===== config.mk =====
export PLATFORM = sky130hd
export DESIGN_NAME = mgmt_smbus_echo_arb
export DESIGN_NICKNAME = d
export VERILOG_FILES = /design/src/rtl/mgmt_smbus_echo_pkg.sv /design/src/rtl/mgmt_smbus_echo_fifo.sv /design/src/rtl/mgmt_smbus_echo_arb.sv
export SDC_FILE = /design/constraint.sdc
export NUM_CORES = 1
export LEC_CHECK = 0
export ABC_AREA = 1
export CORE_ASPECT_RATIO = 0.6
export CORE_UTILIZATION = 59
export CTS_CLUSTER_DIAMETER = 30
export DETAILED_ROUTE_END_ITERATION = 10
export PLACE_DENSITY = 0.77
export SYNTH_ARGS = -nofsm -noshare
export SYNTH_HDL_FRONTEND = slang
export SYNTH_HIERARCHICAL = 1
export SYNTH_SLANG_ARGS = --single-unit

===== constraint.sdc =====
create_clock -name clk -period 4.2 [get_ports clk]
set_input_delay 1.26 -clock clk [delete_from_list [all_inputs] [get_ports clk]]
set_output_delay 1.26 -clock clk [all_outputs]
set_load 0.005 [all_outputs]

===== src/rtl/mgmt_smbus_echo_pkg.sv =====
// Shared types and helpers for the multi-channel SMBus echo arbiter.
package mgmt_smbus_echo_pkg;

  typedef enum logic [3:0] {
    IDLE   = 4'd0,
    START  = 4'd1,
    STOP   = 4'd2,
    BIT0   = 4'd3,
    BIT1   = 4'd4,
    ACK    = 4'd5,
    NACK   = 4'd6,
    RSTART = 4'd7
  } smbus_evt_e;

  localparam int DEFAULT_TIMEOUT = 64;

  // A single channel still needs a one-bit index port.
  function automatic int ch_idx_w(input int n_ch);
    return (n_ch > 1) ? $clog2(n_ch) : 1;
  endfunction

endpackage


===== src/rtl/mgmt_smbus_echo_fifo.sv =====
// Per-channel event FIFO: single clock, synchronous flush, power-of-2 depth.
module mgmt_smbus_echo_fifo #(
  parameter int W     = 4,
  parameter int DEPTH = 4
) (
  input  logic         clk,
  input  logic         reset_n,
  input  logic         flush,
  input  logic         push,
  input  logic [W-1:0] din,
  input  logic         pop,
  output logic [W-1:0] dout,
  output logic         empty,
  output logic         full
);
  localparam int AW = $clog2(DEPTH);

  logic [W-1:0]  mem [DEPTH];
  logic [AW-1:0] wr_ptr;
  logic [AW-1:0] rd_ptr;
  logic [AW:0]   count;
  logic          push_ok;
  logic          pop_ok;

  assign empty   = (count == '0);
  assign full    = (count == (AW+1)'(DEPTH));
  assign dout    = mem[rd_ptr];
  // A simultaneous pop frees the slot, so a full FIFO may still take a push.
  assign push_ok = push && (!full || pop) && !flush;
  assign pop_ok  = pop && !empty && !flush;

  always_ff @(posedge clk or negedge reset_n) begin
    if (!reset_n) begin
      wr_ptr <= '0;
      rd_ptr <= '0;
      count  <= '0;
    end else if (flush) begin
      wr_ptr <= '0;
      rd_ptr <= '0;
      count  <= '0;
    end else begin
      if (push_ok) wr_ptr <= wr_ptr + 1'b1;
      if (pop_ok)  rd_ptr <= rd_ptr + 1'b1;
      case ({push_ok, pop_ok})
        2'b10:   count <= count + 1'b1;
        2'b01:   count <= count - 1'b1;
        default: count <= count;
      endcase
    end
  end

  always_ff @(posedge clk) begin
    if (push_ok) mem[wr_ptr] <= din;
  end

endmodule


===== src/rtl/mgmt_smbus_echo_arb.sv =====
// Round-robin arbiter of per-channel SMBus relay events into LTPI frame slots,
// with per-channel echo tracking (match, mismatch/stray, timeout).
module mgmt_smbus_echo_arb
  import mgmt_smbus_echo_pkg::*;
#(
  parameter int N_CH       = 4,
  parameter int EVT_W      = 4,
  parameter int FIFO_DEPTH = 4,
  parameter int TIMEOUT    = DEFAULT_TIMEOUT,
  localparam int CH_W      = ch_idx_w(N_CH)
) (
  input  logic                  clk,
  input  logic                  reset_n,
  input  logic [N_CH-1:0]       ch_en,
  input  logic [N_CH-1:0]       echo_en,
  input  logic [N_CH-1:0]       loc_evt_valid,
  input  logic [N_CH*EVT_W-1:0] loc_evt,
  output logic [N_CH-1:0]       loc_evt_ready,
  input  logic                  frm_tick,
  output logic                  tx_valid,
  output logic [CH_W-1:0]       tx_ch,
  output logic [EVT_W-1:0]      tx_evt,
  input  logic                  rx_valid,
  input  logic [CH_W-1:0]       rx_ch,
  input  logic [EVT_W-1:0]      rx_evt,
  output logic [N_CH-1:0]       outstanding,
  output logic [N_CH-1:0]       err_timeout,
  output logic [N_CH-1:0]       err_mismatch,
  input  logic [N_CH-1:0]       err_clr
);
  localparam int TW = $clog2(TIMEOUT + 1);

  logic [N_CH-1:0]  fifo_empty;
  logic [N_CH-1:0]  fifo_full;
  logic [N_CH-1:0]  push;
  logic [N_CH-1:0]  pop;
  logic [N_CH-1:0]  eligible;
  logic [N_CH-1:0]  rx_hit;
  logic [N_CH-1:0]  rx_match;
  logic [N_CH-1:0]  mismatch_set;
  logic [N_CH-1:0]  timeout_set;
  logic [EVT_W-1:0] fifo_dout [N_CH];
  logic [EVT_W-1:0] exp_evt   [N_CH];
  logic [TW-1:0]    timer     [N_CH];
  logic [CH_W-1:0]  rr_ptr;
  logic [CH_W-1:0]  grant_idx;
  logic             grant_any;
  logic             grant;

  assign loc_evt_ready = ch_en & ~fifo_full;
  assign push          = loc_evt_valid & loc_evt_ready;
  assign eligible      = ch_en & ~fifo_empty & ~(echo_en & outstanding);
  assign grant         = frm_tick && grant_any;

  for (genvar g = 0; g < N_CH; g++) begin : g_fifo
    mgmt_smbus_echo_fifo #(
      .W    (EVT_W),
      .DEPTH(FIFO_DEPTH)
    ) u_fifo (
      .clk    (clk),
      .reset_n(reset_n),
      .flush  (~ch_en[g]),
      .push   (push[g]),
      .din    (loc_evt[g*EVT_W +: EVT_W]),
      .pop    (pop[g]),
      .dout   (fifo_dout[g]),
      .empty  (fifo_empty[g]),
      .full   (fifo_full[g])
    );
  end

  // First eligible channel at or after the pointer, wrapping once.
  always_comb begin
    int j;
    j         = 0;
    grant_any = 1'b0;
    grant_idx = '0;
    for (int k = 0; k < N_CH; k++) begin
      j = int'(rr_ptr) + k;
      if (j >= N_CH) j = j - N_CH;
      if (!grant_any && eligible[CH_W'(j)]) begin
        grant_any = 1'b1;
        grant_idx = CH_W'(j);
      end
    end
  end

  always_comb begin
    pop = '0;
    if (grant) pop[grant_idx] = 1'b1;
  end

  // An rx in the timer's last cycle resolves the echo before the timeout fires.
  always_comb begin
    for (int i = 0; i < N_CH; i++) begin
      rx_hit[i]       = rx_valid && (rx_ch == CH_W'(i));
      rx_match[i]     = rx_hit[i] && outstanding[i] && (rx_evt == exp_evt[i]);
      mismatch_set[i] = rx_hit[i] && !rx_match[i];
      timeout_set[i]  = ch_en[i] && outstanding[i] && !rx_hit[i] && (timer[i] == TW'(1));
    end
  end

  always_ff @(posedge clk or negedge reset_n) begin
    if (!reset_n) begin
      rr_ptr       <= '0;
      tx_valid     <= 1'b0;
      tx_ch        <= '0;
      tx_evt       <= '0;
      outstanding  <= '0;
      err_timeout  <= '0;
      err_mismatch <= '0;
      for (int i = 0; i < N_CH; i++) begin
        timer[i]   <= '0;
        exp_evt[i] <= '0;
      end
    end else begin
      tx_valid <= grant;
      if (grant) begin
        tx_ch  <= grant_idx;
        tx_evt <= fifo_dout[grant_idx];
        rr_ptr <= (grant_idx == CH_W'(N_CH - 1)) ? '0 : grant_idx + 1'b1;
      end
      for (int i = 0; i < N_CH; i++) begin
        err_timeout[i]  <= (err_timeout[i]  & ~err_clr[i]) | timeout_set[i];
        err_mismatch[i] <= (err_mismatch[i] & ~err_clr[i]) | mismatch_set[i];
        if (!ch_en[i]) begin
          outstanding[i] <= 1'b0;
          timer[i]       <= '0;
        end else if (pop[i] && echo_en[i]) begin
          outstanding[i] <= 1'b1;
          exp_evt[i]     <= fifo_dout[i];
          timer[i]       <= TW'(TIMEOUT);
        end else if (rx_hit[i] || timeout_set[i]) begin
          outstanding[i] <= 1'b0;
          timer[i]       <= '0;
        end else if (outstanding[i]) begin
          timer[i] <= timer[i] - 1'b1;
        end
      end
    end
  end

endmodule


==> results.md, run 1 <==
- Result of the run: finished clean
- Mapped Nets: 991
- Mean Syn Cell Area: 9.42 um2
- Compound-Gate Fraction of Synth Area: around a tenth
- Worst setup timing slack at the placement stage: -0.0476 ns
- Max-cap violation count: 0
- # Post-CTS Setup Buffers: 0
- Fill cell count: 1000
- Height of the die: 95.9 um
- Detailed placer's ending HPWL: about 14000 um
- Arrival @ worst endpoint: 2.61 ns
- Post-CTS Resized: 0
- Mean routed wirelength per cell: 15.3 um
- PnR worst setup slack: 0.333 ns
- Initial core utilization: 61.9%
- Total cell area at the placement stage: 9810 um2
- Clock slew seen by the registers of the worst setup and hold paths: 0.06 ns
- Dominant combinational cell family by area after synthesis: simple AND/OR/NAND/NOR gates
- Cell at the slowest stage of the critical path: clkdlybuf4s50_1
- Max stage delay on crit path: 0.56 ns
- Number of enable flip-flop cells after synthesis: 64
- DRC viols: 0
- Maximum ir drop on the vdd rail: 0.334 mV
- Post-layout instance area: 10400 um2
- Cell count after placement: between 1000 and 1500
- Via count of the first global-routing pass: 6198
- Final number of max-transition violations: 0
- Critical Path RT: 2.94 ns
- Proportion of synthesized area in mux cells: 0%
- Flip-flop and latch count after synthesis: approximately 160
- Clk root buf: clkbuf_16
- Ordered list of cells on the worst path: clkdlybuf4s50_1 -> buf_4 -> inv_1 -> nor2_1 -> clkdlybuf4s50_1
- Number of buffers added by the clock tree synthesis step: 17
- Antenna violation net count after detailed routing: 0
- Slew @ Worst Pin: 0.931 ns
- Min-delay src: tx_evt[1]
- Remaining max-slew budget at the tightest pin: 37.9%
- GRT Residual Overflow: 0
- Dominant cell type by count on the critical path: clkdlybuf4s50_1
- Horizontal die dimension: 158 um
- Number of warnings printed during yosys synthesis: 6
- Number of vias after detailed routing: between 6000 and 7000
- Gp weighted congestion: 0.952
- Category of the most critical setup path: primary input to output port
- Top flip-flop cell by instance count after synthesis: dfrtp_1
- Core occupancy in the finished layout: around three quarters
- Syn Std Cell Area: around 8700 um2
- Setup slack on the worst flop-to-flop path: 0.93 ns
- TritonCTS clock tree: built
- Fraction of final layout cells sized beyond drive strength 1: 19.7%
- Via-to-Cell Ratio: 5.37
- Area enclosed by the die boundary: 15200 um2
- Clock latency on the worst-skew pair: 0.43 ns
- All-layer global routing usage: 27.3%
- # port buffers: 64
- Total Wirelength: about 19000 um
- Tightest Hold Check Type: flip-flop to flip-flop
- Finished Layout Cells: ~1200
- Launching point of the worst reg2reg path: rr_ptr[0]
- Final Cycle Share: 92.1%
- Number of failing hold endpoints at the final stage: 0
- Peak fanout along the critical path: 3
- Synth async-reset ratio: 59.2%
- Number of top-level design ports: between 60 and 70
- Synthesized-area fraction occupied by adder cells: between 4 and 5%
- Worst clock skew: 0.0125 ns
- Pin count of the biggest net entering global routing: 73
- Antenna violations before repair: 0
- Critical Path End Type: output port
- Synthesis-to-finish area growth: 19.7%
- Reg-to-Reg End: g_fifo[3].u_fifo/count[2]
- First-pass GRT wire length: 31300 um
- Fmax achieved: 0.259 GHz
- Maximum clock path buffer count: 2
- WHS Endpoint: tx_evt[1]
- Pleak: about 4.7 nW
- Antenna diode instance count: 0
- Number of distinct standard cells referenced by the synthesized netlist: 48
- DRC violation total after the first TritonRoute iteration: 641
- Worst hold path stage count: 2
- Type of element launching the critical path: primary input
- Sinks on Clock Net: around 160
- H-tree lvl count: 4
- R2R cell count: 21
- Total design power: 5.66 mW
- Unrepaired setup endpoints after global routing: false
- Area of the core: 14000 um2
- Detailed-routing iteration count for the pre-antenna-repair pass: 6
- Power Dens Cells: 546 nW/um2
- Sequential area share after synthesis: 49.0%
- Post-synthesis share of cell area spent on and, or, nand and nor gates: 26.0%
- Core Rows: 33
- Cells after synthesis: around 900
- Final setup violation count: 0
- Fraction of synthesized cell area in xor and xnor cells: 3.23%
- Hold buffers post-CTS: 0
- Count of nets after finishing: 1112
- Minimum period implied by the final worst setup slack: between 3 and 4 ns
==> critical path: cells and delay by family <==
kind | cells | cell delay (ns)
AND/OR/NAND/NOR | 1 | 0.08
buffers and inverters | 4 | 1.27
==> how the worst max path moves through the flow <==
stage / start / to / slack (ns) / cells after the start
floorplan: ch_en[0] / g_fifo[2].u_fifo/count[2] / 0.49 / 18
global placement: ch_en[0] / g_fifo[3].u_fifo/count[2] / 0.04 / 24
detailed placement: ch_en[3] / g_fifo[3].u_fifo/count[2] / -0.05 / 22
CTS: ch_en[2] / loc_evt_ready[2] / 0.33 / 5
global route: ch_en[3] / g_fifo[3].u_fifo/count[2] / 0.15 / 22
finish: ch_en[2] / loc_evt_ready[2] / 0.33 / 5
==> metal layers <==
metal	GRT usage, %	vias up	wire length [um]
met2	40.6	226	8260
met3	5.45	15	1190
met4	5.61	0	138
met5	0	-	0
li1	-	3309	-
met1	41.2	3147	9500
==> cell usage in the layout, fill, tap and decap left out, types with 6 or more instances in the layout <==
| master | Yosys | final |
|---|---|---|
| ha_1 | 25 | 25 |
| a21oi_1 | 10 | 10 |
| xor2_1 | 12 | 12 |
| nor2_4 | 10 | 10 |
| o21ai_2 | 16 | 16 |
| nor2_1 | 82 | 82 |
| nand3_1 | 83 | 83 |
| nand2_4 | 13 | 13 |
| o21ai_0 | 68 | 68 |
| nand3_2 | 11 | 11 |
| xnor2_1 | 15 | 15 |
| edfxtp_1 | 64 | 64 |
| nand4_1 | 6 | 6 |
| inv_1 | 116 | 116 |
| o22ai_1 | 20 | 20 |
| nor3_1 | 22 | 22 |
| nand2_2 | 29 | 29 |
| buf_4 | 1 | 49 |
| clkbuf_16 | 0 | 17 |
| o21ai_1 | 16 | 16 |
| clkdlybuf4s50_1 | 0 | 63 |
| dfrtp_1 | 93 | 93 |
| inv_2 | 19 | 19 |
| nand2_1 | 128 | 128 |
==> state kept, by name (all words and copies together), names as in the netlist <==
signal and flops:
g_fifo.u_fifo/mem 64, timer 28, exp_evt 16, g_fifo.u_fifo/count 12, g_fifo.u_fifo/rd_ptr 8, g_fifo.u_fifo/wr_ptr 8, err_mismatch 4, err_timeout 4
outstanding 4, tx_evt 4, rr_ptr 2, tx_ch 2, tx_valid 1
==> cells by family (layout without fill, tap and decap cells) <==
logic type / Yosys count / after routing
flip-flops: 157 / 157
buffers and inverters: 147 / 281
AO/OA/AOI/OAI: 145 / 145
adder cells (fa/ha/maj): 29 / 29
XOR/XNOR: 29 / 29
AND/OR/NAND/NOR: 413 / 413
==> cell type report <==
type,count,area [um2],area share [%]
flip-flops and latches,157,4250,41.0
multi-input cells,616,3800,36.6
repair buffers,112,998,9.62
inverters,137,522,5.03
clock buffers,17,425,4.10
well taps,192,240,2.32
clock inverters,15,140,1.35
==> power breakdown <==
group          switching (mW)  internal [mW]  total, mW
Clock                   0.661          0.826       1.49
Combinational            1.24          0.874       2.12
Sequential              0.251           1.81       2.06
==> per-stage QoR <==
step                      setup TNS (ns)  hold WS [ns]
final                                  0         0.480
after global routing                   0         0.500
after CTS                              0         0.482
after detailed placement          -0.132         0.465
after global placement                 0         0.467
after floorplan                        0         0.471
==> cell usage after synthesis (2+ instances only) <==
cell type	number	area, um2
nand2_4	13	146
xor2_1	12	105
buf_2	4	20.0
xnor2_1	15	131
buf_6	3	33.8
nand2_1	128	480
nand4_2	5	62.6
o21ai_0	68	340
a21oi_2	3	26.3
a211oi_1	3	22.5
inv_2	19	71.3
dfrtp_1	93	2330
o21a_1	3	22.5
a21oi_1	10	50.1
inv_1	116	435
edfxtp_1	64	1920
fa_1	4	80.1
nor2_2	5	31.3
o211ai_1	2	15.0
nand3_4	5	87.6
nor2_1	82	308
nor3b_1	4	30.0
nand3b_1	2	15.0
nand2_2	29	181
ha_1	25	313
nor2_4	10	113
nand3_2	11	110
nand4_1	6	37.5
o21ai_1	16	80.1
o22ai_1	20	125
nor3_1	22	110
nand3_1	83	415
nand4_4	5	106
o21ai_2	16	140
Note: power is estimated with default switching activity, not from simulation.
==> run 2, diff against run 1 <==
--- a/config.mk
+++ b/config.mk
@@ -6,9 +6,11 @@
 export NUM_CORES = 1
 export LEC_CHECK = 0
 export ABC_AREA = 1
+export ABC_CLOCK_PERIOD_IN_PS = 4200
 export CORE_ASPECT_RATIO = 0.6
 export CORE_UTILIZATION = 59
 export CTS_CLUSTER_DIAMETER = 30
+export CTS_CLUSTER_SIZE = 14
 export DETAILED_ROUTE_END_ITERATION = 10
 export PLACE_DENSITY = 0.77
 export SYNTH_ARGS = -nofsm -noshare
==> results of run 2 <==
Final layout, timing and power as in run 1 (identical DEF).
==> run 3, diff against run 2 <==
--- a/config.mk
+++ b/config.mk
@@ -6,13 +6,13 @@
 export NUM_CORES = 1
 export LEC_CHECK = 0
 export ABC_AREA = 1
-export ABC_CLOCK_PERIOD_IN_PS = 4200
+export ABC_CLOCK_PERIOD_IN_PS = 3630
 export CORE_ASPECT_RATIO = 0.6
-export CORE_UTILIZATION = 59
+export CORE_UTILIZATION = 40
 export CTS_CLUSTER_DIAMETER = 30
 export CTS_CLUSTER_SIZE = 14
 export DETAILED_ROUTE_END_ITERATION = 10
-export PLACE_DENSITY = 0.77
+export PLACE_DENSITY = 0.55
 export SYNTH_ARGS = -nofsm -noshare
 export SYNTH_HDL_FRONTEND = slang
 export SYNTH_HIERARCHICAL = 1
==> constraint.sdc (replaced) <==
create_clock -name clk -period 3.63 [get_ports clk]
set_input_delay 1.089 -clock clk [delete_from_list [all_inputs] [get_ports clk]]
set_output_delay 1.089 -clock clk [all_outputs]
set_load 0.005 [all_outputs]
==> results.md, run 3 (synthesis results as in run 1) <==
- Gp weighted congestion: 0.850
- Met3 track demand over resource in global routing: 4.94%
- Worst clock skew: 0.00879 ns
- First-pass GRT wire length: 33100 um
- Most common cell after layout, fill and taps aside: nand2_1
- All-layer global routing usage: 19.6%
- Finished Layout Cells: about 1400
- Maximum ir drop on the vdd rail: between 0.3 and 0.4 mV
- Clk root buf: clkbuf_16
- Final Cycle Share: a little over nine tenths
- Cell count after placement: around 1300
- GRT Residual Overflow: 0
- Most crowded layer after global routing: met1
- TritonCTS clock tree: built
- Commonest cells after routing, fill and taps aside: nand2_1 (126), inv_1 (116), dfrtp_1 (93)
- Category of the most critical setup path: primary input to flip-flop
- Fraction of final layout cells sized beyond drive strength 1: between 20 and 25%
- Remaining max-slew budget at the tightest pin: 63.7%
- Via count of the first global-routing pass: between 6000 and 7000
- Fill cell count: 1979
- Largest register by flop count: g_fifo.u_fifo/mem
- Fmax achieved: 0.293 GHz
- Largest register FFs: between 60 and 70
- Clock slew seen by the registers of the worst setup and hold paths: 0.07 ns
- Total design power: 6.98 mW
- Sinks on Clock Net: about 160
- Via-to-Cell Ratio: 4.79
- Synthesis-to-finish area growth: 25.3%
- Area of the core: 21100 um2
- Detailed placer's ending HPWL: between 15000 and 20000 um
- Tightest Hold Check Type: flip-flop to flip-flop
- Met2 layer usage reported by global route: 26.5%
- DRC viols: 0
- Mean routed wirelength per cell: about 15 um
- Pleak: 4.92 nW
- Detailed-routing iteration count for the pre-antenna-repair pass: 4
- Core occupancy in the finished layout: 51.4%
- Minimum period implied by the final worst setup slack: 3.42 ns
- Slew @ Worst Pin: between 0.5 and 0.6 ns
- Result of the run: finished clean
- Count of nets after finishing: around 1100
- DRC violation total after the first TritonRoute iteration: 352
- Number of top-level design ports: 65
- Core Rows: 41
- Area enclosed by the die boundary: roughly 22000 um2
- Critical Path RT: 3.96 ns
- Pin count of the biggest net entering global routing: 59
- Max-cap violation count: 0
- Final setup violation count: 0
- Antenna violation net count after detailed routing: 0
- Type of element launching the critical path: primary input
- Power Dens Cells: 643 nW/um2
- Number of failing hold endpoints at the final stage: 0
- Antenna violations before repair: 0
- Number of vias after detailed routing: 6520
- Total Wirelength: 20100 um
- Setup slack on the worst flop-to-flop path: between 0.5 and 0.6 ns
- Antenna diode instance count: 0
- # port buffers: 64
- Height of the die: between 100 and 150 um
- Peak fanout along the critical path: 7
- H-tree lvl count: 4
- Met1 GRT Util: 30.5%
- Final number of max-transition violations: 0
- Hold buffers post-CTS: 0
- Critical Path End Type: flip-flop
- Arrival @ worst endpoint: 3.75 ns
- Maximum clock path buffer count: 2
- Largest registers: g_fifo.u_fifo/mem: 64 flops, timer: 28 flops, exp_evt: 16 flops
- Clock latency on the worst-skew pair: about 0.44 ns
- Initial core utilization: about two fifths
- Number of buffers added by the clock tree synthesis step: 17
- Horizontal die dimension: a little under 200 um
run 3: per-stage QoR:
step	setup slack (ns)	hold slack, ns	cell area (um2)	TNS, ns
detailed placement	-0.385	0.495	10100	-21.65
finish	0.213	0.498	10900	0
global route	-0.00546	0.531	10900	-0.00546
global placement	-0.371	0.491	10100	-20.50
floorplan	0.0903	0.471	8670	0
CTS	0.0210	0.512	10800	0
run 3: critical path: stages:
cell and delay (ns):
clkdlybuf4s50_1 0.48, nand2_1 0.09, nand4_2 0.12, nand2_4 0.08, o21ai_4 0.24, nand3_2 0.12, and2_4 0.16, nand3_4 0.06
buf_6 0.14, nor3_1 0.05, buf_4 0.15, nand4_4 0.09, inv_1 0.05, fa_1 0.41, xnor2_2 0.18, nand2_1 0.07
inv_1 0.05, nor2_1 0.03, nand2_1 0.05, nand2_1 0.04
run 3: layout make-up:
| type | instances | area [um2] | area share [%] |
|---|---|---|---|
| clock buffer | 22 | 444 | 4.09 |
| clock inverter | 10 | 213 | 1.96 |
| inverter | 137 | 522 | 4.81 |
| multi-input combinational | 616 | 3850 | 35.5 |
| sequential | 157 | 4250 | 39.1 |
| tap | 279 | 349 | 3.22 |
| timing repair buffer | 139 | 1230 | 11.3 |
run 3: metal layers:
metal | up-vias | part of all wire [%]
met3 | 10 | 4.7
met1 | 3039 | 55
met2 | 108 | 40
met5 | - | 0
li1 | 3363 | -
met4 | 0 | 0.77
run 3: final timing paths:
path / start / endpoint / cells after the start
worst max-delay path: echo_en[1] / g_fifo[0].u_fifo/count[2] / 20
worst max register to register: g_fifo[1].u_fifo/count[0] / g_fifo[0].u_fifo/count[2] / 22
worst min register to register: tx_ch[0] / tx_ch[0] / 2
worst min-delay path: tx_ch[0] / tx_ch[0] / 2
min in group asynchronous: reset_n / timer[5] / 1
max in group asynchronous: reset_n / timer[22] / 2
run 3: power breakdown:
group	internal [mW]	switching [mW]
clock	1.29	0.738
sequential	2.09	0.256
combinational	1.11	1.49
total	4.50	2.48
run 3: repair_timing:
item / CTS / global route
resized for setup: 1 / 16
pin swaps: 0 / 3
cloned: 0 / 0
setup buffers: 0 / 0
endpoints found under the setup margin: 1 / 65
